## config.mk

```make
export PLATFORM = sky130hd
export DESIGN_NAME = pool_result_streamer
export DESIGN_NICKNAME = d
export VERILOG_FILES = /design/src/rtl/pool_result_streamer.sv
export SDC_FILE = /design/constraint.sdc
export NUM_CORES = 1
export LEC_CHECK = 0
export CAP_MARGIN = 20
export CORE_UTILIZATION = 33
export CTS_CLUSTER_SIZE = 12
export DETAILED_ROUTE_END_ITERATION = 10
export SETUP_SLACK_MARGIN = 0.5
export SYNTH_ARGS = -nofsm -noshare
export SYNTH_HDL_FRONTEND = slang
export SYNTH_SLANG_ARGS = --single-unit
```

## constraint.sdc

```tcl
create_clock -name clk -period 4.9 [get_ports clk]
set_input_delay 0.49 -clock clk [delete_from_list [all_inputs] [get_ports clk]]
set_output_delay 0.49 -clock clk [all_outputs]
set_load 0.01 [all_outputs]
```

## src/rtl/pool_result_streamer.sv

```systemverilog
// -----------------------------------------------------------------------------
// pool_result_streamer
//
// Reads pooled results back out of split_ram and streams them one RAM_WIDTH
// word at a time over a valid/ready interface. Each split_ram address holds
// one line of NUM_RAMS words with bank 0 in the LSBs. Words are emitted bank 0
// first, line by line, until NUM_WORDS words have been sent. Banks of the
// final line past the last valid word are never emitted.
//
// Ports:
//   clk        clock
//   rst        synchronous active-high reset
//   start      begin a stream (only honoured in IDLE)
//   data_rd    split_ram read data, valid the cycle after addr_rd is sampled
//   addr_rd    split_ram read address (registered)
//   out_data   streamed word
//   out_valid  out_data valid
//   out_ready  consumer accepts the word when out_valid && out_ready
//   out_last   marks the final (NUM_WORDS-th) word
//   busy       high in every state except IDLE
//   done       one-cycle pulse after the final word is accepted
// -----------------------------------------------------------------------------
module pool_result_streamer #(
  parameter int NUM_RAMS  = 7,
  parameter int RAM_DEPTH = 256,
  parameter int RAM_WIDTH = 16,
  parameter int NUM_WORDS = 180
) (
  input  logic                          clk,
  input  logic                          rst,
  input  logic                          start,
  input  logic [RAM_WIDTH*NUM_RAMS-1:0] data_rd,
  output logic [$clog2(RAM_DEPTH)-1:0]  addr_rd,
  output logic [RAM_WIDTH-1:0]          out_data,
  output logic                          out_valid,
  input  logic                          out_ready,
  output logic                          out_last,
  output logic                          busy,
  output logic                          done
);

  localparam int ADDR_W   = $clog2(RAM_DEPTH);
  localparam int IDX_W    = (NUM_RAMS > 1) ? $clog2(NUM_RAMS) : 1;
  localparam int LINES    = (NUM_WORDS + NUM_RAMS - 1) / NUM_RAMS;
  localparam int LAST_CNT = NUM_WORDS - (LINES - 1) * NUM_RAMS;

  localparam logic [ADDR_W-1:0] LAST_LINE = ADDR_W'(LINES - 1);
  localparam logic [IDX_W-1:0]  LAST_IDX  = IDX_W'(LAST_CNT - 1);
  localparam logic [IDX_W-1:0]  LINE_END  = IDX_W'(NUM_RAMS - 1);
  // The final line may hold only one word, in which case the first word
  // loaded for that line is already the last one.
  localparam bit FIRST_IS_LAST = (LAST_CNT == 1);

  typedef enum logic [2:0] {
    IDLE,
    ADDR,
    LOAD,
    STREAM,
    DONE
  } state_t;

  state_t                          state_reg;
  logic [ADDR_W-1:0]               addr_rd_reg;
  logic [ADDR_W-1:0]               line_reg;
  logic [IDX_W-1:0]                word_idx_reg;
  logic [RAM_WIDTH*NUM_RAMS-1:0]   line_buf_reg;
  logic [RAM_WIDTH-1:0]            out_data_reg;
  logic                            out_valid_reg;
  logic                            out_last_reg;
  logic                            busy_reg;
  logic                            done_reg;

  // Captured line viewed as an array of words so the next word can be
  // selected by index.
  logic [RAM_WIDTH-1:0] buf_words [NUM_RAMS];

  genvar gi;
  generate
    for (gi = 0; gi < NUM_RAMS; gi++) begin : g_words
      assign buf_words[gi] = line_buf_reg[gi*RAM_WIDTH +: RAM_WIDTH];
    end
  endgenerate

  logic [IDX_W-1:0] word_idx_next;
  logic             last_next;

  assign word_idx_next = word_idx_reg + 1'b1;
  assign last_next     = (line_reg == LAST_LINE) && (word_idx_next == LAST_IDX);

  always_ff @(posedge clk) begin
    if (rst) begin
      state_reg     <= IDLE;
      addr_rd_reg   <= '0;
      line_reg      <= '0;
      word_idx_reg  <= '0;
      line_buf_reg  <= '0;
      out_data_reg  <= '0;
      out_valid_reg <= 1'b0;
      out_last_reg  <= 1'b0;
      busy_reg      <= 1'b0;
      done_reg      <= 1'b0;
    end else begin
      done_reg <= 1'b0;
      case (state_reg)
        IDLE: begin
          addr_rd_reg <= '0;
          line_reg    <= '0;
          if (start) begin
            busy_reg  <= 1'b1;
            state_reg <= ADDR;
          end
        end

        // split_ram samples addr_rd at the end of this cycle.
        ADDR: begin
          state_reg <= LOAD;
        end

        // data_rd is valid now; the first word goes straight to the output
        // register since line_buf is only written at this same edge.
        LOAD: begin
          line_buf_reg  <= data_rd;
          word_idx_reg  <= '0;
          out_data_reg  <= data_rd[RAM_WIDTH-1:0];
          out_last_reg  <= (line_reg == LAST_LINE) && FIRST_IS_LAST;
          out_valid_reg <= 1'b1;
          state_reg     <= STREAM;
        end

        // out_valid is always high here, so out_ready alone is the handshake.
        // Without it every output and counter simply holds.
        STREAM: begin
          if (out_ready) begin
            if (out_last_reg) begin
              out_valid_reg <= 1'b0;
              out_last_reg  <= 1'b0;
              done_reg      <= 1'b1;
              state_reg     <= DONE;
            end else if (word_idx_reg == LINE_END) begin
              line_reg      <= line_reg + 1'b1;
              addr_rd_reg   <= addr_rd_reg + 1'b1;
              out_valid_reg <= 1'b0;
              state_reg     <= ADDR;
            end else begin
              word_idx_reg <= word_idx_next;
              out_data_reg <= buf_words[word_idx_next];
              out_last_reg <= last_next;
            end
          end
        end

        DONE: begin
          busy_reg  <= 1'b0;
          state_reg <= IDLE;
        end

        default: begin
          state_reg <= IDLE;
        end
      endcase
    end
  end

  assign addr_rd   = addr_rd_reg;
  assign out_data  = out_data_reg;
  assign out_valid = out_valid_reg;
  assign out_last  = out_last_reg;
  assign busy      = busy_reg;
  assign done      = done_reg;

endmodule

```

==> results.ini, run 1 <==
[run_status]
status = completed

[timing]
setup_viol = 0
maxSlewViolCount = 0
hold_viol = 0
worst_pin_slew_ps = 1020
period_share_pct = 58.4
setup_tns_ps = 0
period_minus_slack_ps = 2860
setup_ws_ps = 2040
rsz0062_at_grt = false
fmax_mhz = 350
slew_headroom_pct = 32.2
fin_worst_skew_ps = 10.8
whs_ps = 454

[finish]
nets = 1056
syn_to_final_growth_pct = 32.1
final_core_util_pct = 45.0
fin_area_mm2 = 0.00887
most-common-layout-cells = 238 x nand2_1, 155 x a21oi_1, 154 x dfxtp_1
antennaDiodeCount = 0
drive_gt1_share_pct = 7.18
fillCellCount = 1958
final_common_cell = nand2_1
largest_reg_flops = 112
layout.cells.non_filler = 1212

[clock_network]
cts_root_buffer = clkbuf_16
cts_setup_buffers = 0
cts_made_buffers = 17
htreeDepth = 4
ctsResizeCount = 0
clkTransAtPathRegs_ps = 60
clockBufferDepth = 2
cts_sinks = 154
clk_latency_ps = 430
cts_tree = done
hold_buffers = 0

[die]
start_util_pct = 34.1
dieWidth_um = 145
die_area_mm2 = 0.0209
io_pins = 144
die_y_um = 145
core_area_mm2 = 0.0197
rows = 51

[drt]
drc_errors = 0
drt-initial-drc-count = 489
wire_per_inst_um = 16.6
vias_per_cell = 5.05
wl_mm = 20.1
ant_nets = 0
vias = 6115
first_pass_iters = 5

[global_route]
grt_pass1_vias = 5604
grt-ovfl-total = 0
grt_max_degree = 106
antenna_found_initial = 0
grt_pass1_wl_mm = 30.5
grt_usage_pct = 19.6

[logic_synthesis]
synth_compound_area_share_pct = 18.8
synth-simple-area-share_pct = 21.2
synth_mux_area_share_pct = 7.99
async_flop_share_pct = 0
syn_avg_cell_area_um2 = 8.12
synth.cell_area_mm2 = 0.00671
yosys_warnings = 0
ys_ff_latch = 154
synth-xor-area-share_pct = 0
synth_fa_ha_area_share_pct = 1.12
synth_cell_types = 42
syn_nets = 949
synth_top_family_by_area = simple AND/OR/NAND/NOR gates
synth_ff_type = dfxtp_1
synth_edf_count = 0
netlist_instances = 827
ys_seq_area_share_pct = 45.9

[setup_path]
path_buf_inv = 1
crit_family = adder cells
cp-end-kind = flip-flop
r2r_start = word_idx_reg[0]
critPathLaunchType = flip-flop
arrival_ps = 3200
worst_path_max_delay_cell = ha_1
cp_cell_sequence = inv_1 -> ha_1 -> nor2b_1 -> o2bb2ai_1 -> a221oi_1 -> a211oi_1
slowest_delay_ps = 970
startpoint = word_idx_reg[0]
critical_path_class = reg -> reg
required_ps = 5240
path_max_fanout = 19

[placed_design]
hpwl_mm = 14.3
place_ws_ps = 2030
dp.cells = 1178
gp_congestion = 0.844
io_buffers = 143
dpl_cell_area_mm2 = 0.00826

[job]
drv_cap = 0

[power]
finalPower_mw = 3.14
peakVddDrop_v = 0.000219
power_density_mw_per_mm2 = 354
power_leakage_nw = 3.11

[hold_path]
min_path_type = reg -> reg
worstHoldStart = line_buf_reg[110]

metal layers:
layer | wire length (um) | GRT usage, %
met5 | 0 | 0
met2 | 9970 | 32.4
met3 | 824 | 3.91
met1 | 8990 | 25.7
met4 | 285 | 5.82
worst register-to-register path, stage by stage (launching register included):
cell,delay (ps)
dfxtp_1,330
inv_1,220
ha_1,970
nor2b_1,670
o2bb2ai_1,230
a221oi_1,110
a211oi_1,250
report_power, final:
part | leakage [nW] | internal (mW) | switching [mW]
Combinational | 1.58 | 0.217 | 0.245
Sequential | 1.25 | 1.33 | 0.0575
Clock | 0.276 | 0.724 | 0.563
cell families after synthesis:
kind of cell / after synthesis
muxes: 37
buffers and inverters: 74
AOI/OAI and AO/OA: 224
adders and majority gates: 6
and+or+nand+nor: 332
DFF: 154
cell type report:
type | count | area, um2 | share of cell area, %
Clock buffer | 18 | 439 | 4.95
Clock inverter | 14 | 135 | 1.52
Inverter | 7 | 26.3 | 0.296
Multi-Input combinational cell | 599 | 3310 | 37.3
Sequential cell | 154 | 3080 | 34.8
Tap cell | 265 | 332 | 3.74
Timing Repair Buffer | 155 | 1540 | 17.4
synthesized netlist by cell type (7+ instances only):
cell type	number	share of area, %
nand2_1	239	13
a21oi_1	155	12
dfxtp_1	154	46
clkbuf_1	36	2.0
buf_2	22	1.6
mux2i_1	21	3.1
nor2_1	20	1.1
o21ai_0	19	1.4
nor2b_1	14	1.3
mux4_2	13	4.4
a211oi_1	11	1.2
nand3_1	11	0.82
or3_1	11	1.0
and3_1	10	0.93
a31oi_1	7	0.65
nor3_1	7	0.52
o32ai_1	7	0.91
final timing paths:
kind | endpoint | slack (ps) | depth (start not counted)
worst max-delay path | out_data[2] | 2040 | 6
worst max register to register | out_data[2] | 2040 | 6
worst min-delay path | line_buf_reg[110] | 450 | 2
worst min register to register | line_buf_reg[110] | 450 | 2
Power figures use the tool's default switching activity.
==> run 2, diff against run 1 <==
Clock period 4.9 ns to 2.55 ns, I/O delays scaled along.
==> run 2 against run 1 <==
Effect of this change:
- setup slack got worse by 1500 ps
- fmax rose by 40%
- first-iteration DRC count down 17%
- die area unchanged
- non-clock buffer count rose by 11
- clock-buffer cell count did not move
- via count barely moved
- sequential share of layout area decreased by 0.99 points
- hold slack worse by 170 ps
- clock power increased by 100%
- clock skew increased by 1.4 ps
- routed wire length down 0.44%
- critical path type unchanged
==> results.ini, run 2 (synthesized netlist as in run 1, its figures left out) <==
[finish]
nets = 1067
antennaDiodeCount = 0
drive_gt1_share_pct = 9.92
final_core_util_pct = 46.3
fillCellCount = 1924
final_common_cell = nand2_1
syn_to_final_growth_pct = 36.0
most-common-layout-cells = 238 x nand2_1, 155 x a21oi_1, 153 x dfxtp_1
largest_reg_flops = 112

[power]
power_leakage_nw = 3.22
peakVddDrop_v = 0.000453
power_density_mw_per_mm2 = 683

[setup_path]
required_ps = 2840
cp-end-kind = flip-flop
arrival_ps = 2340
path_max_fanout = 22
r2r-end = out_data[7]
r2r_start = word_idx_reg[0]
ff2ff_path_depth = 5
r2r_setup_slack_ps = 510
critPathLaunchType = flip-flop
critical_path_class = reg -> reg

[hold_path]
worstHoldStart = rst
min_path_type = in -> reg
whs_path_depth = 2
hold_end = addr_rd[0]

[die]
rows = 51
core_area_mm2 = 0.0197
die_y_um = 145
start_util_pct = 34.1
dieWidth_um = 145
die_area_mm2 = 0.0209
io_pins = 144

[timing]
setup_viol = 0
period_share_pct = 80.0
fmax_mhz = 490
setup_tns_ps = 0
worst_pin_slew_ps = 522
slew_headroom_pct = 65.2
period_minus_slack_ps = 2040
maxSlewViolCount = 0
hold_viol = 0
rsz0062_at_grt = true
fin_worst_skew_ps = 12.2
setup_ws_ps = 509

[clock_network]
clk_latency_ps = 430
cts_root_buffer = clkbuf_16
htreeDepth = 4
clkTransAtPathRegs_ps = 70
clockBufferDepth = 2
cts_tree = done
cts_made_buffers = 17
cts_sinks = 154

[drt]
vias = 6121
ant_nets = 0
drt-initial-drc-count = 407
drc_errors = 0
first_pass_iters = 5
wl_mm = 20.0
wire_per_inst_um = 16.3
vias_per_cell = 5.00

[placed_design]
gp_congestion = 0.796
hpwl_mm = 14.0
io_buffers = 143
place_ws_ps = 337

[global_route]
grt-ovfl-total = 0
grt_usage_pct = 19.8
grt_pass1_wl_mm = 30.9
grt_max_degree = 113
grt_pass1_vias = 5630
antenna_found_initial = 0

[run_status]
status = completed

[job]
drv_cap = 0

[run 2: changes by cell type in the layout (fill, tap and decap cells not counted), sizes merged]
cell,change
bufinv,+1
buf,+11
clkinv,+3
clkinvlp,-2
inv,-2
[run 2: critical path, cell delays in order (launching register included)]
cell and delay, ps:
dfxtp_2 390, buf_4 340, mux4_2 540, a31oi_1 320, and3_1 220, o32ai_1 90
[run 2: area by class of cell]
cell class,count,area (um2),area share (%)
multi-input cells,599,3400,37.2
flip-flops and latches,154,3080,33.8
inverters,7,30.0,0.329
clock inverters,14,184,2.01
well taps,265,332,3.63
clock buffers,18,439,4.81
repair buffers,166,1660,18.2
[run 2: metrics by stage]
| stage | instances | hold WS (ps) | instance area (um2) | power, mW |
|---|---|---|---|---|
| floorplan | 827 | 391 | 6780 | 3.19 |
| global placement | 1185 | 440 | 8380 | 3.63 |
| detailed placement | 1185 | 446 | 8380 | 3.64 |
| CTS | 1219 | 262 | 9060 | 6.29 |
| global route | 1223 | 303 | 9130 | 6.53 |
| finish | 1223 | 287 | 9130 | 6.24 |
[run 2: timing repair]
action | 4_1_cts | 5_1_grt
hold buffers | 0 | 0
setup buffers | 2 | 4
gates resized for setup | 11 | 8
pin swaps | 2 | 5
setup endpoints to repair | 86 | 77
[run 2: worst max-delay path by stage]
stage                                from      endpoint  slack (ps)  cells after the start
after floorplan           word_idx_reg[0]  out_data[11]         430                     10
after global routing      word_idx_reg[0]   out_data[5]         450                      6
final                     word_idx_reg[0]   out_data[7]         510                      5
after detailed placement  word_idx_reg[0]   out_data[5]         340                      6
after CTS                 word_idx_reg[0]   out_data[5]         470                      6
after global placement    word_idx_reg[0]  out_data[14]         370                      7
[run 2: where the power goes]
group / internal [mW] / switching, mW / leakage (nW)
Clock: 1.52 / 1.13 / 0.303
Combinational: 0.445 / 0.488 / 1.66
Sequential: 2.56 / 0.104 / 1.25
Total: 4.52 / 1.72 / 3.22
[run 2: routing by layer]
| layer | vias up | track usage (%) | part of all wire (%) |
|---|---|---|---|
| li1 | 3101 | - | - |
| met1 | 2836 | 26.3 | 46 |
| met2 | 163 | 31.3 | 47 |
| met3 | 21 | 4.74 | 4.8 |
| met4 | 0 | 6.87 | 2.3 |
| met5 | - | 0 | 0 |
==> run 3, diff against run 2 <==
Clock period 2.55 ns to 1.9 ns, I/O delays scaled along.
==> run 3 against run 2 <==
Effect of this change:
- the run now ends with negative setup slack left
- sequential share of layout area shrank 6.1 points
- critical endpoint is now out_data[1]
- critical path depth grew 2
- fmax grew 2.7%
- largest power group unchanged
- critical path type unchanged
- highest routed layer unchanged
- setup slack lost 600 ps
==> results.ini, run 3 (synthesized netlist as in run 1, its figures left out) <==
[setup_path]
cp_cell_sequence = ha_4 -> ha_4 -> buf_12 -> mux4_2 -> nor2b_1 -> a2111oi_2 -> a211oi_1
r2r_setup_slack_ps = -90
startpoint = word_idx_reg[0]
crit_path_frequent_cell = ha_4
cp-end-kind = flip-flop
critPathLaunchType = flip-flop
required_ps = 2200
worst_path_max_delay_cell = mux4_2
critical_path_class = reg -> reg
r2r-end = out_data[1]
crit_family = multiplexers
ff2ff_path_depth = 7
r2r_start = word_idx_reg[0]
path_max_fanout = 7
arrival_ps = 2280
slowest_delay_ps = 470
path_buf_inv = 1

[global_route]
grt-ovfl-total = 0
grt_pass1_vias = 6629
grt_pass1_wl_mm = 35.7
antenna_found_initial = 0
grt_max_degree = 70
grt_usage_pct = 23.1

[hold_path]
worstHoldStart = rst
min_path_type = in -> reg
hold_end = addr_rd[0]
whs_path_depth = 2

[finish]
final_common_cell = dfxtp_1
drive_gt1_share_pct = 35.2
antennaDiodeCount = 0
syn_to_final_growth_pct = 66.8
fillCellCount = 1696
nets = 1139
register_area_mm2 = 0.00310
most-common-layout-cells = 147 x dfxtp_1, 131 x nand2_1, 114 x clkdlybuf4s50_1
fin_area_mm2 = 0.0112
largest_reg_flops = 112
multiInputGateArea_mm2 = 0.00445

[timing]
period_minus_slack_ps = 1990
fmax_mhz = 503
rsz0062_at_grt = true
maxSlewViolCount = 0
slew_headroom_pct = 64.3
setup_viol = 7
period_share_pct = 105
hold_viol = 0
fin_worst_skew_ps = 8.58
whs_ps = 176
worst_pin_slew_ps = 534
setup_ws_ps = -88.2
setup_tns_ps = -437

[drt]
vias_per_cell = 5.25
vias = 6794
drt-initial-drc-count = 418
wire_per_inst_um = 18.4
drc_errors = 0
wl_mm = 23.8
ant_nets = 0
first_pass_iters = 5

[clock_network]
cts_made_buffers = 17
cts_sinks = 154
clkTransAtPathRegs_ps = 60
hold_buffers = 0
clk_latency_ps = 430
cts_root_buffer = clkbuf_16
htreeDepth = 4
cts_tree = done
clockBufferDepth = 2

[power]
power_leakage_nw = 4.35
peakVddDrop_v = 0.000594
finalPower_mw = 8.85
power_density_mw_per_mm2 = 790

[die]
io_pins = 144
rows = 51
core_area_mm2 = 0.0197
start_util_pct = 34.1
die_area_mm2 = 0.0209
dieWidth_um = 145
die_y_um = 145

[job]
drv_cap = 0

[run_status]
violations = negative setup slack
status = complete, but fails checks

[placed_design]
place_ws_ps = -251
hpwl_mm = 14.8
dpl_cell_area_mm2 = 0.00865
io_buffers = 143
gp_congestion = 0.827

## run 3: cell count changes in the layout (fill, tap and decap cells not counted), sizes merged, moves of 3 or more
| cell | previous run | this run |
|---|---|---|
| dlygate4sd2 | 0 | 28 |
| clkinvlp | 1 | 4 |
| buf | 24 | 95 |
| inv | 11 | 7 |
| clkdlybuf4s50 | 142 | 114 |
## run 3: worst max-delay path by stage
stage | slack, ps | depth (start not counted) | to
floorplan | -220 | 10 | out_data[11]
global placement | -240 | 7 | out_data[6]
detailed placement | -250 | 8 | out_data[14]
CTS | -140 | 7 | out_data[1]
global route | -200 | 7 | out_data[1]
finish | -90 | 7 | out_data[1]
## run 3: cell type report
class / instances / area share (%)
Multi-Input combinational cell: 600 / 39.8
Sequential cell: 154 / 27.7
Timing Repair Buffer: 237 / 24.5
Tap cell: 265 / 2.96
Clock buffer: 19 / 3.87
Inverter: 7 / 0.257
Clock inverter: 12 / 0.916
## run 3: routing by layer
| metal | GRT usage [%] | part of all wire [%] | vias up |
|---|---|---|---|
| met2 | 39.4 | 50 | 208 |
| met1 | 28.1 | 42 | 3295 |
| li1 | - | - | 3249 |
| met5 | 0 | 0 | - |
| met3 | 5.60 | 5.3 | 42 |
| met4 | 8.09 | 2.5 | 0 |
## run 3: metrics by stage
step	instances	utilization (%)
finish	1294	56.8
global route	1294	56.8
CTS	1284	53.6
detailed placement	1215	43.9
global placement	1215	43.9
floorplan	827	-
## run 3: repair_timing
item / 4_1_cts / 5_1_grt
setup buffers: 26 / 10
gates resized for setup: 255 / 126
pin swaps: 74 / 66
cloned: 12 / 0
endpoints found under the setup margin: 178 / 150
## run 3: power by group
group / leakage [nW] / switching, mW / internal [mW]
clock: 0.255 / 1.35 / 1.78
combinational: 2.84 / 1.03 / 1.10
sequential: 1.26 / 0.150 / 3.44
## run 3: worst reg2reg max path: cells and delay by family, from the launching register on
family | cells | cell delay, ps
buffers and inverters | 1 | 120
flip-flops | 1 | 340
multiplexers | 1 | 470
adder cells (fa/ha/maj) | 2 | 440
AND/OR/NAND/NOR | 1 | 150
AO/OA/AOI/OAI | 2 | 350
